## config.mk

```make
export PLATFORM = sky130hd
export DESIGN_NAME = bus_copy_dma
export DESIGN_NICKNAME = d
export VERILOG_FILES = /design/src/rtl/bus_copy_dma.sv
export SDC_FILE = /design/constraint.sdc
export NUM_CORES = 1
export LEC_CHECK = 0
export ABC_AREA = 1
export BUFFER_PORTS_ARGS = -buffer_cell sky130_fd_sc_hd__buf_2
export CORE_MARGIN = 2
export CORE_UTILIZATION = 55
export CTS_CLUSTER_SIZE = 30
export DETAILED_ROUTE_END_ITERATION = 12
export GPL_TIMING_DRIVEN = 1
export PLACE_DENSITY = 0.74
export SYNTH_ARGS = -nofsm -noshare
export SYNTH_HDL_FRONTEND = slang
export SYNTH_SLANG_ARGS = --single-unit
```

## constraint.sdc

```tcl
create_clock -name clk -period 4.6 [get_ports clk]
set_clock_uncertainty 0.15 [all_clocks]
set_input_delay 0.92 -clock clk [delete_from_list [all_inputs] [get_ports clk]]
set_output_delay 0.92 -clock clk [all_outputs]
set_load 0.01 [all_outputs]
```

## src/rtl/bus_copy_dma.sv

```systemverilog
// rtl/bus_copy_dma.sv - chunked block-copy bus initiator for the sel/ack memory handshake
//
// Copies len_i 32-bit words from src_addr_i to dst_addr_i (word addresses).
// Each chunk of up to BURST words is first read into a local buffer and then
// written out. Every access drops sel_o for one cycle before the next one.
//
// Ports:
//   clk          system clock
//   reset_i      synchronous active-high reset
//   start_i      one-cycle start request, honoured only in IDLE
//   src_addr_i   source word address
//   dst_addr_i   destination word address
//   len_i        number of words to copy (0 completes with no bus activity)
//   busy_o       transfer in progress
//   done_o       one-cycle completion pulse
//   sel_o        bus request, held until ack_i
//   wr_en_o      1 = write, 0 = read
//   wr_mask_o    byte enables, constant 4'hF
//   address_o    word address of the current access
//   data_o       write data
//   data_in_i    read data, valid while ack_i = 1
//   ack_i        one-cycle acknowledge

module bus_copy_dma #(
    parameter int BURST = 8,
    parameter int LEN_W = 16
) (
    input  logic             clk,
    input  logic             reset_i,
    input  logic             start_i,
    input  logic [31:0]      src_addr_i,
    input  logic [31:0]      dst_addr_i,
    input  logic [LEN_W-1:0] len_i,
    output logic             busy_o,
    output logic             done_o,
    output logic             sel_o,
    output logic             wr_en_o,
    output logic [3:0]       wr_mask_o,
    output logic [31:0]      address_o,
    output logic [31:0]      data_o,
    input  logic [31:0]      data_in_i,
    input  logic             ack_i
);

    // Chunk and index counters must hold the value BURST itself.
    localparam int CW = $clog2(BURST) + 1;

    typedef enum logic [2:0] {
        IDLE,
        RD,
        RD_GAP,
        WR,
        WR_GAP,
        FIN
    } state_t;

    state_t           state_q;
    logic [31:0]      cur_src_q;
    logic [31:0]      cur_dst_q;
    logic [LEN_W-1:0] remaining_q;
    logic [CW-1:0]    chunk_q;
    logic [CW-1:0]    idx_q;
    logic [31:0]      buf_mem_q [BURST];

    logic             sel_q;
    logic             wr_en_q;
    logic             busy_q;
    logic             done_q;
    logic [31:0]      address_q;
    logic [31:0]      data_q;

    logic [LEN_W-1:0] remaining_d;
    logic [CW-1:0]    idx_d;
    logic [31:0]      next_src_d;
    logic [31:0]      next_dst_d;

    function automatic logic [CW-1:0] chunk_of(input logic [LEN_W-1:0] n);
        if (n >= LEN_W'(BURST)) begin
            return CW'(BURST);
        end
        return n[CW-1:0];
    endfunction

    // Values the chunk bookkeeping takes once the last write of a chunk is acked.
    assign remaining_d = remaining_q - LEN_W'(chunk_q);
    assign next_src_d  = cur_src_q + 32'(chunk_q);
    assign next_dst_d  = cur_dst_q + 32'(chunk_q);
    assign idx_d       = idx_q + CW'(1);

    always_ff @(posedge clk) begin
        if (reset_i) begin
            state_q     <= IDLE;
            sel_q       <= 1'b0;
            wr_en_q     <= 1'b0;
            busy_q      <= 1'b0;
            done_q      <= 1'b0;
            address_q   <= '0;
            data_q      <= '0;
            cur_src_q   <= '0;
            cur_dst_q   <= '0;
            remaining_q <= '0;
            chunk_q     <= '0;
            idx_q       <= '0;
        end else begin
            done_q <= 1'b0;
            case (state_q)
                IDLE: begin
                    if (start_i) begin
                        cur_src_q   <= src_addr_i;
                        cur_dst_q   <= dst_addr_i;
                        remaining_q <= len_i;
                        idx_q       <= '0;
                        if (len_i == '0) begin
                            state_q <= FIN;
                        end else begin
                            chunk_q   <= chunk_of(len_i);
                            sel_q     <= 1'b1;
                            wr_en_q   <= 1'b0;
                            address_q <= src_addr_i;
                            busy_q    <= 1'b1;
                            state_q   <= RD;
                        end
                    end
                end
                RD: begin
                    if (ack_i) begin
                        buf_mem_q[idx_q[CW-2:0]] <= data_in_i;
                        sel_q   <= 1'b0;
                        idx_q   <= idx_d;
                        state_q <= RD_GAP;
                    end
                end
                RD_GAP: begin
                    if (idx_q < chunk_q) begin
                        sel_q     <= 1'b1;
                        address_q <= cur_src_q + 32'(idx_q);
                        state_q   <= RD;
                    end else begin
                        idx_q     <= '0;
                        sel_q     <= 1'b1;
                        wr_en_q   <= 1'b1;
                        address_q <= cur_dst_q;
                        data_q    <= buf_mem_q[0];
                        state_q   <= WR;
                    end
                end
                WR: begin
                    if (ack_i) begin
                        sel_q   <= 1'b0;
                        idx_q   <= idx_d;
                        state_q <= WR_GAP;
                    end
                end
                WR_GAP: begin
                    if (idx_q < chunk_q) begin
                        sel_q     <= 1'b1;
                        address_q <= cur_dst_q + 32'(idx_q);
                        data_q    <= buf_mem_q[idx_q[CW-2:0]];
                        state_q   <= WR;
                    end else begin
                        remaining_q <= remaining_d;
                        cur_src_q   <= next_src_d;
                        cur_dst_q   <= next_dst_d;
                        idx_q       <= '0;
                        wr_en_q     <= 1'b0;
                        if (remaining_d != '0) begin
                            // Next chunk starts exactly like a fresh transfer.
                            chunk_q   <= chunk_of(remaining_d);
                            sel_q     <= 1'b1;
                            address_q <= next_src_d;
                            state_q   <= RD;
                        end else begin
                            state_q <= FIN;
                        end
                    end
                end
                FIN: begin
                    done_q  <= 1'b1;
                    busy_q  <= 1'b0;
                    state_q <= IDLE;
                end
                default: begin
                    state_q <= IDLE;
                end
            endcase
        end
    end

    assign busy_o    = busy_q;
    assign done_o    = done_q;
    assign sel_o     = sel_q;
    assign wr_en_o   = wr_en_q;
    assign wr_mask_o = 4'hF;
    assign address_o = address_q;
    assign data_o    = data_q;

endmodule

```

; Word-level counts from Yosys, hierarchy flattened
; Memories as Yosys holds them, arrays and structs flattened. A register that Yosys moved wholly into a read port is not among the register bits.
; Cells that the tools add are included.
[classes]
addsub = 6
order_cmp = 3
eq_ne = 16
mux = 68
reduce_logical = 20
[op_table]
columns = cell, n
row1 = 32-bit two-way mux, 11
row2 = 32-bit one-hot mux with 2 select lines, 3
row3 = 32-bit by 4-bit adder with 32-bit output, 4
row4 = 32-bit one-hot mux with 3 select lines, 1
row5 = 4-bit two-way mux, 11
row6 = 16-bit by 4-bit greater-or-equal comparator with 1-bit output (second input constant), 2
row7 = 16-bit two-way mux, 2
row8 = 16-bit one-hot mux with 2 select lines, 1
row9 = 1-bit two-way mux, 24
row10 = 3-bit two-way mux, 8
row11 = 2-bit != test (second input constant), 9
row12 = 16-bit zero test, 1
row13 = 16-bit nonzero test, 1
row14 = 16-bit by 4-bit subtractor with 16-bit output, 1
row15 = 3-bit one-hot mux with 5 select lines, 1
row16 = 5-bit AND reduction, 3
row17 = 4-bit one-hot mux with 3 select lines, 1
row18 = 3-bit AND reduction, 4
row19 = 4-bit one-hot mux with 2 select lines, 1
row20 = 4-bit AND reduction, 2
row21 = 3-bit by 2-bit == test with 1-bit output (second input constant), 2
row22 = 3-bit == test (second input constant), 2
row23 = 2-bit nonzero test, 3
row24 = 3-bit nonzero test, 2
row25 = other kinds (12), 13
[totals]
reg_bits = 159
ram_bits = 256
input_bits = 116
output_inout_bits = 72
elab_cells = 126
n_memories = 1
[mem_list]
columns = name, depth, word_bits, rd, rd_clocked_by_memory_dff, wr, line
row1 = buf_mem_q, 8, 32, 2, 1, 1, 63  ; logic [31:0] buf_mem_q [BURST];

; Longest topological paths before layout
[depth]
ltp_word = 11
depth_mapped = 21
depth_no_buf = 20

; Least setup slack after synthesis
; OpenSTA, ideal clock, no wires.
[synth_timing]
kind = input port to flip-flop
startpoint = input reset_i
endpoint = memory buf_mem_q[4][0], enable pin
setup_ns = 0.461
arrival_time_ns = 3.713
required_time_ns = 3.989
slack_ns = 0.276
cell_stages = 4
path_buffers = 1
path_cell_list = clkbuf_1 > nor4_1 > nand2_1 > nor3_1
[synth_between]
elab_chain_cells = 2
[synth_rtl]
columns = item, line
row1 = "start, declared", 29  ; input logic reset_i,
row2 = 1-bit two-way mux, 91  ; if (reset_i) begin
row3 = 1-bit two-way mux (implied by the code), 127  ; buf_mem_q[idx_q[CW-2:0]] <= data_in_i;
row4 = "end, declared", 63
; Every way passes these cells.

; Worst setup path in the final report
[layout_timing]
startpoint = register chunk_q[1]
endpoint = register data_q[1], in the netlist data_o[1]
[layout_between]
elab_chain_cells = 3
word_cells_on_any_way = 4
classes_between = order compare: 1 / eq/ne: 2 / reduce/logical: 1
[layout_rtl]
columns = item, line
row1 = "start, declared", 61  ; logic [CW-1:0] chunk_q;
row2 = "start signal, assigned", 116  ; chunk_q <= chunk_of(len_i);
row3 = "start signal, assigned", 168  ; chunk_q <= chunk_of(remaining_d);
row4 = 4-bit less-than comparator (*), "134, 155"
row5 = 2-bit != test (no line), --
row6 = 3-bit AND reduction (no line) (*), --
row7 = "end signal, assigned", 143  ; data_q <= buf_mem_q[0];
row8 = "end signal, assigned", 158  ; data_q <= buf_mem_q[idx_q[CW-2:0]];
row9 = "end, declared", 70  ; logic [31:0] data_q;
; Every way passes the cells marked *; elsewhere a longest branch is shown, timed or not.
; A chain may end at the register's enable or synchronous reset.

==> results_dict.tcl <==
set metrics [dict create \
    status "complete, no violations" \
    ir_worst_vdd_uv 362 \
    timing.hold.ws_ns 0.322 \
    path_cells "inv_1, ha_1, o21ai_0, nand2_1, nand3_1, nand2_2, buf_4, nand2_1, buf_4, nand2_2, buf_4, o21ai_0, a31oi_1" \
    finalSetupTns_ns 0 \
    r2r_slack_ns 0.93 \
    rsz0062_at_grt "false" \
    final_common_cell "nand2_1" \
    gr-total-overflow 0 \
    n_fill_cell 3381 \
    finalHoldViolations 0 \
    cts_buffers 45 \
    crit_path_end_kind "register" \
    clk_path_buf_depth 3 \
    slowest_stage "buf_4" \
    hp-start "remaining_q[3]$_SDFFE_PP0P_" \
    place.gp.congestion 0.989 \
    area_delta_synth_final_pct 12.9 \
    synth_flop_cell "edfxtp_1" \
    timing.rr.end "data_o[1]$_SDFFE_PP0P_" \
    grt_pass1_wl_um 109000 \
    synthArstFlopShare_pct 0 \
    viasPerCell 6.03 \
    final_cell_mix "nand2_1, nor2_1, o21ai_0" \
    die_x_um 203 \
    ys_seq_area_share_pct 50.4 \
    ctsHoldBuffers 0 \
    cts.htree.levels 2 \
    fin_nets 2941 \
    wl_met3_um 5770 \
    period_minus_slack_ns 3.67 \
    vias 20211 \
    clock-sinks 418 \
    clk_pin_slew_ns 0.06 \
    fin_crit_sh_pct 79.8 \
    core_um2 38800 \
    slew_viol_final 0 \
    slew_headroom_pct 16.9 \
    antenna_found_initial 1 \
    clock_latency_ns 0.61 \
    max_freq_ghz 0.272 \
    drcViolationCount 0 \
    critPathKind "register to register" \
    max_stage_delay_ns 0.59 \
    cap_violations 0 \
    die_h_um 203 \
    synth_area_per_cell_um2 8.11 \
    hold_end "remaining_q[3]$_SDFFE_PP0P_" \
    synth_edf_count 256 \
    path_max_fanout 65 \
    tightestPinTransition_ns 1.25 \
    p_per_area_nw_per_um2 438 \
    rows 72 \
    rr_startpoint "chunk_q[1]$_SDFFE_PP0P_" \
    ys_types 53 \
    post-dp-hpwl_um 46400 \
    grt_usage_pct 34.3 \
    io_pins 188 \
    root_buffer "clkbuf_16" \
    diodes 0 \
    wl_per_cell_um 21.3 \
    cts_resized 0 \
    drive_gt1_share_pct 11.8 \
    wl_met1_um 28200 \
    crit_arrival_ns 4.03 \
    whs_path_depth 2 \
    synth_cells 2675 \
    cp.required_ns 4.96 \
    crit_path_start_kind "register" \
    post-cts-setup-buffer-count 0 \
    drtAntennaViolNets 0 \
    first_pass_iters 6 \
    routed_wl_um 71300 \
    leakagePower_nw 9.60 \
    hold_class "register to register" \
    cts_tree "built" \
    ff2ff_path_depth 13 \
    yosysWarningCount 0 \
    grt_max_degree 129 \
    syn_area_um2 21700 \
    met2_length_um 33700 \
    port_buffers 183 \
    highest_layer "met5" \
    synth_seq_cells 418 \
    cp_common_cell "buf_4" \
    die_area_um2 41100 \
    initial_core_util_pct 55.9 \
    grt_pass1_vias 19500 \
    setup_violations 0 \
    drt_iter0_drc 1734 \
]
## layout make-up
class | count | area, µm² | area share (%)
repair buffers | 219 | 1210 | 4.95
flip-flops and latches | 418 | 10900 | 44.7
clock buffers | 60 | 1210 | 4.95
multi-input cells | 1896 | 9400 | 38.4
clock inverters | 24 | 265 | 1.08
well taps | 518 | 648 | 2.65
inverters | 216 | 815 | 3.33
## per-stage QoR
| stage | utilization, % | total power, mW | instance area [µm²] | instances | setup slack (ns) |
|---|---|---|---|---|---|
| CTS | 63.1 | 10.7 | 24500 | 3351 | 0.985 |
| detailed placement | 59.3 | 7.08 | 23000 | 3267 | 1.09 |
| floorplan | - | 6.20 | 21700 | 2678 | 0.276 |
| global route | 63.1 | 11.2 | 24500 | 3351 | 0.747 |
| finish | 63.1 | 10.7 | 24500 | 3351 | 0.929 |
| global placement | 59.3 | 7.02 | 23000 | 3267 | 1.19 |
## how the worst max path moves through the flow
stage                                       start                        end  slack [ns]
after floorplan                           reset_i  buf_mem_q[4][0]$_DFFE_PP_        0.28
after global placement    chunk_q[1]$_SDFFE_PP0P_    data_o[27]$_SDFFE_PP0P_        1.19
after detailed placement  chunk_q[1]$_SDFFE_PP0P_    data_o[22]$_SDFFE_PP0P_        1.09
after CTS                 chunk_q[1]$_SDFFE_PP0P_     data_o[1]$_SDFFE_PP0P_        0.98
after global routing      chunk_q[1]$_SDFFE_PP0P_    data_o[16]$_SDFFE_PP0P_        0.75
final                     chunk_q[1]$_SDFFE_PP0P_     data_o[1]$_SDFFE_PP0P_        0.93
## power by group
part	switching, mW	internal (mW)	total (mW)
registers	0.286	4.22	4.51
logic	1.77	0.801	2.57
clock network	1.56	2.10	3.66
total	3.61	7.12	10.7
## logic make-up (layout without fill, tap and decap cells)
group	count (synthesis)	after routing	synth area share [%]
compound gates	553	553	15.1
xor+xnor	33	33	1.33
fa+ha+maj	29	29	1.85
buf+inv	364	519	6.64
flops	418	418	50.4
simple gates	1277	1277	24.7
other cells	1	4	0.0173
## Yosys cell counts, drive strengths merged, types with 3 or more instances
cell	number	area (µm²)
a211oi	5	37.5
a21oi	114	582
a221oi	23	201
a311oi	3	26.3
a31oi	48	300
buf	39	219
clkbuf	109	410
dfxtp	162	3240
edfxtp	256	7690
fa	5	100
ha	24	300
inv	215	807
nand2	574	2170
nand3	235	1200
nand3b	5	37.5
nand4	36	225
nor2	380	1450
nor3	29	145
nor3b	3	22.5
nor4	8	56.3
o211ai	20	150
o21ai	260	1310
o221a	3	33.8
o221ai	60	526
o22ai	9	56.3
o31ai	3	22.5
or2	6	37.5
xnor2	4	35.0
xor2	29	254
## critical path: cells and delay by family, from the launching register on
family                     cells  cell delay, ns
buffers and inverters          4            1.39
and+or+nand+nor                5            0.63
DFF                            1            0.51
AOI/OAI and AO/OA              3            0.50
adders and majority gates      1            0.33
## flip-flops by register name, indices dropped and copies added (netlist names), named ones only
signal / cells
idx_q: 4
address_o: 32
wr_en_o: 1
state_q: 3
data_o: 32
busy_o: 1
buf_mem_q: 256
cur_src_q: 32
remaining_q: 16
done_o: 1
cur_dst_q: 32
sel_o: 1
chunk_q: 4
## routing by layer
metal | GRT usage, % | vias up
met4 | 18.0 | 2
met2 | 57.0 | 954
met5 | 0 | -
met3 | 5.97 | 192
met1 | 43.0 | 9598
li1 | - | 9465
(Power assumes the default switching activity.)
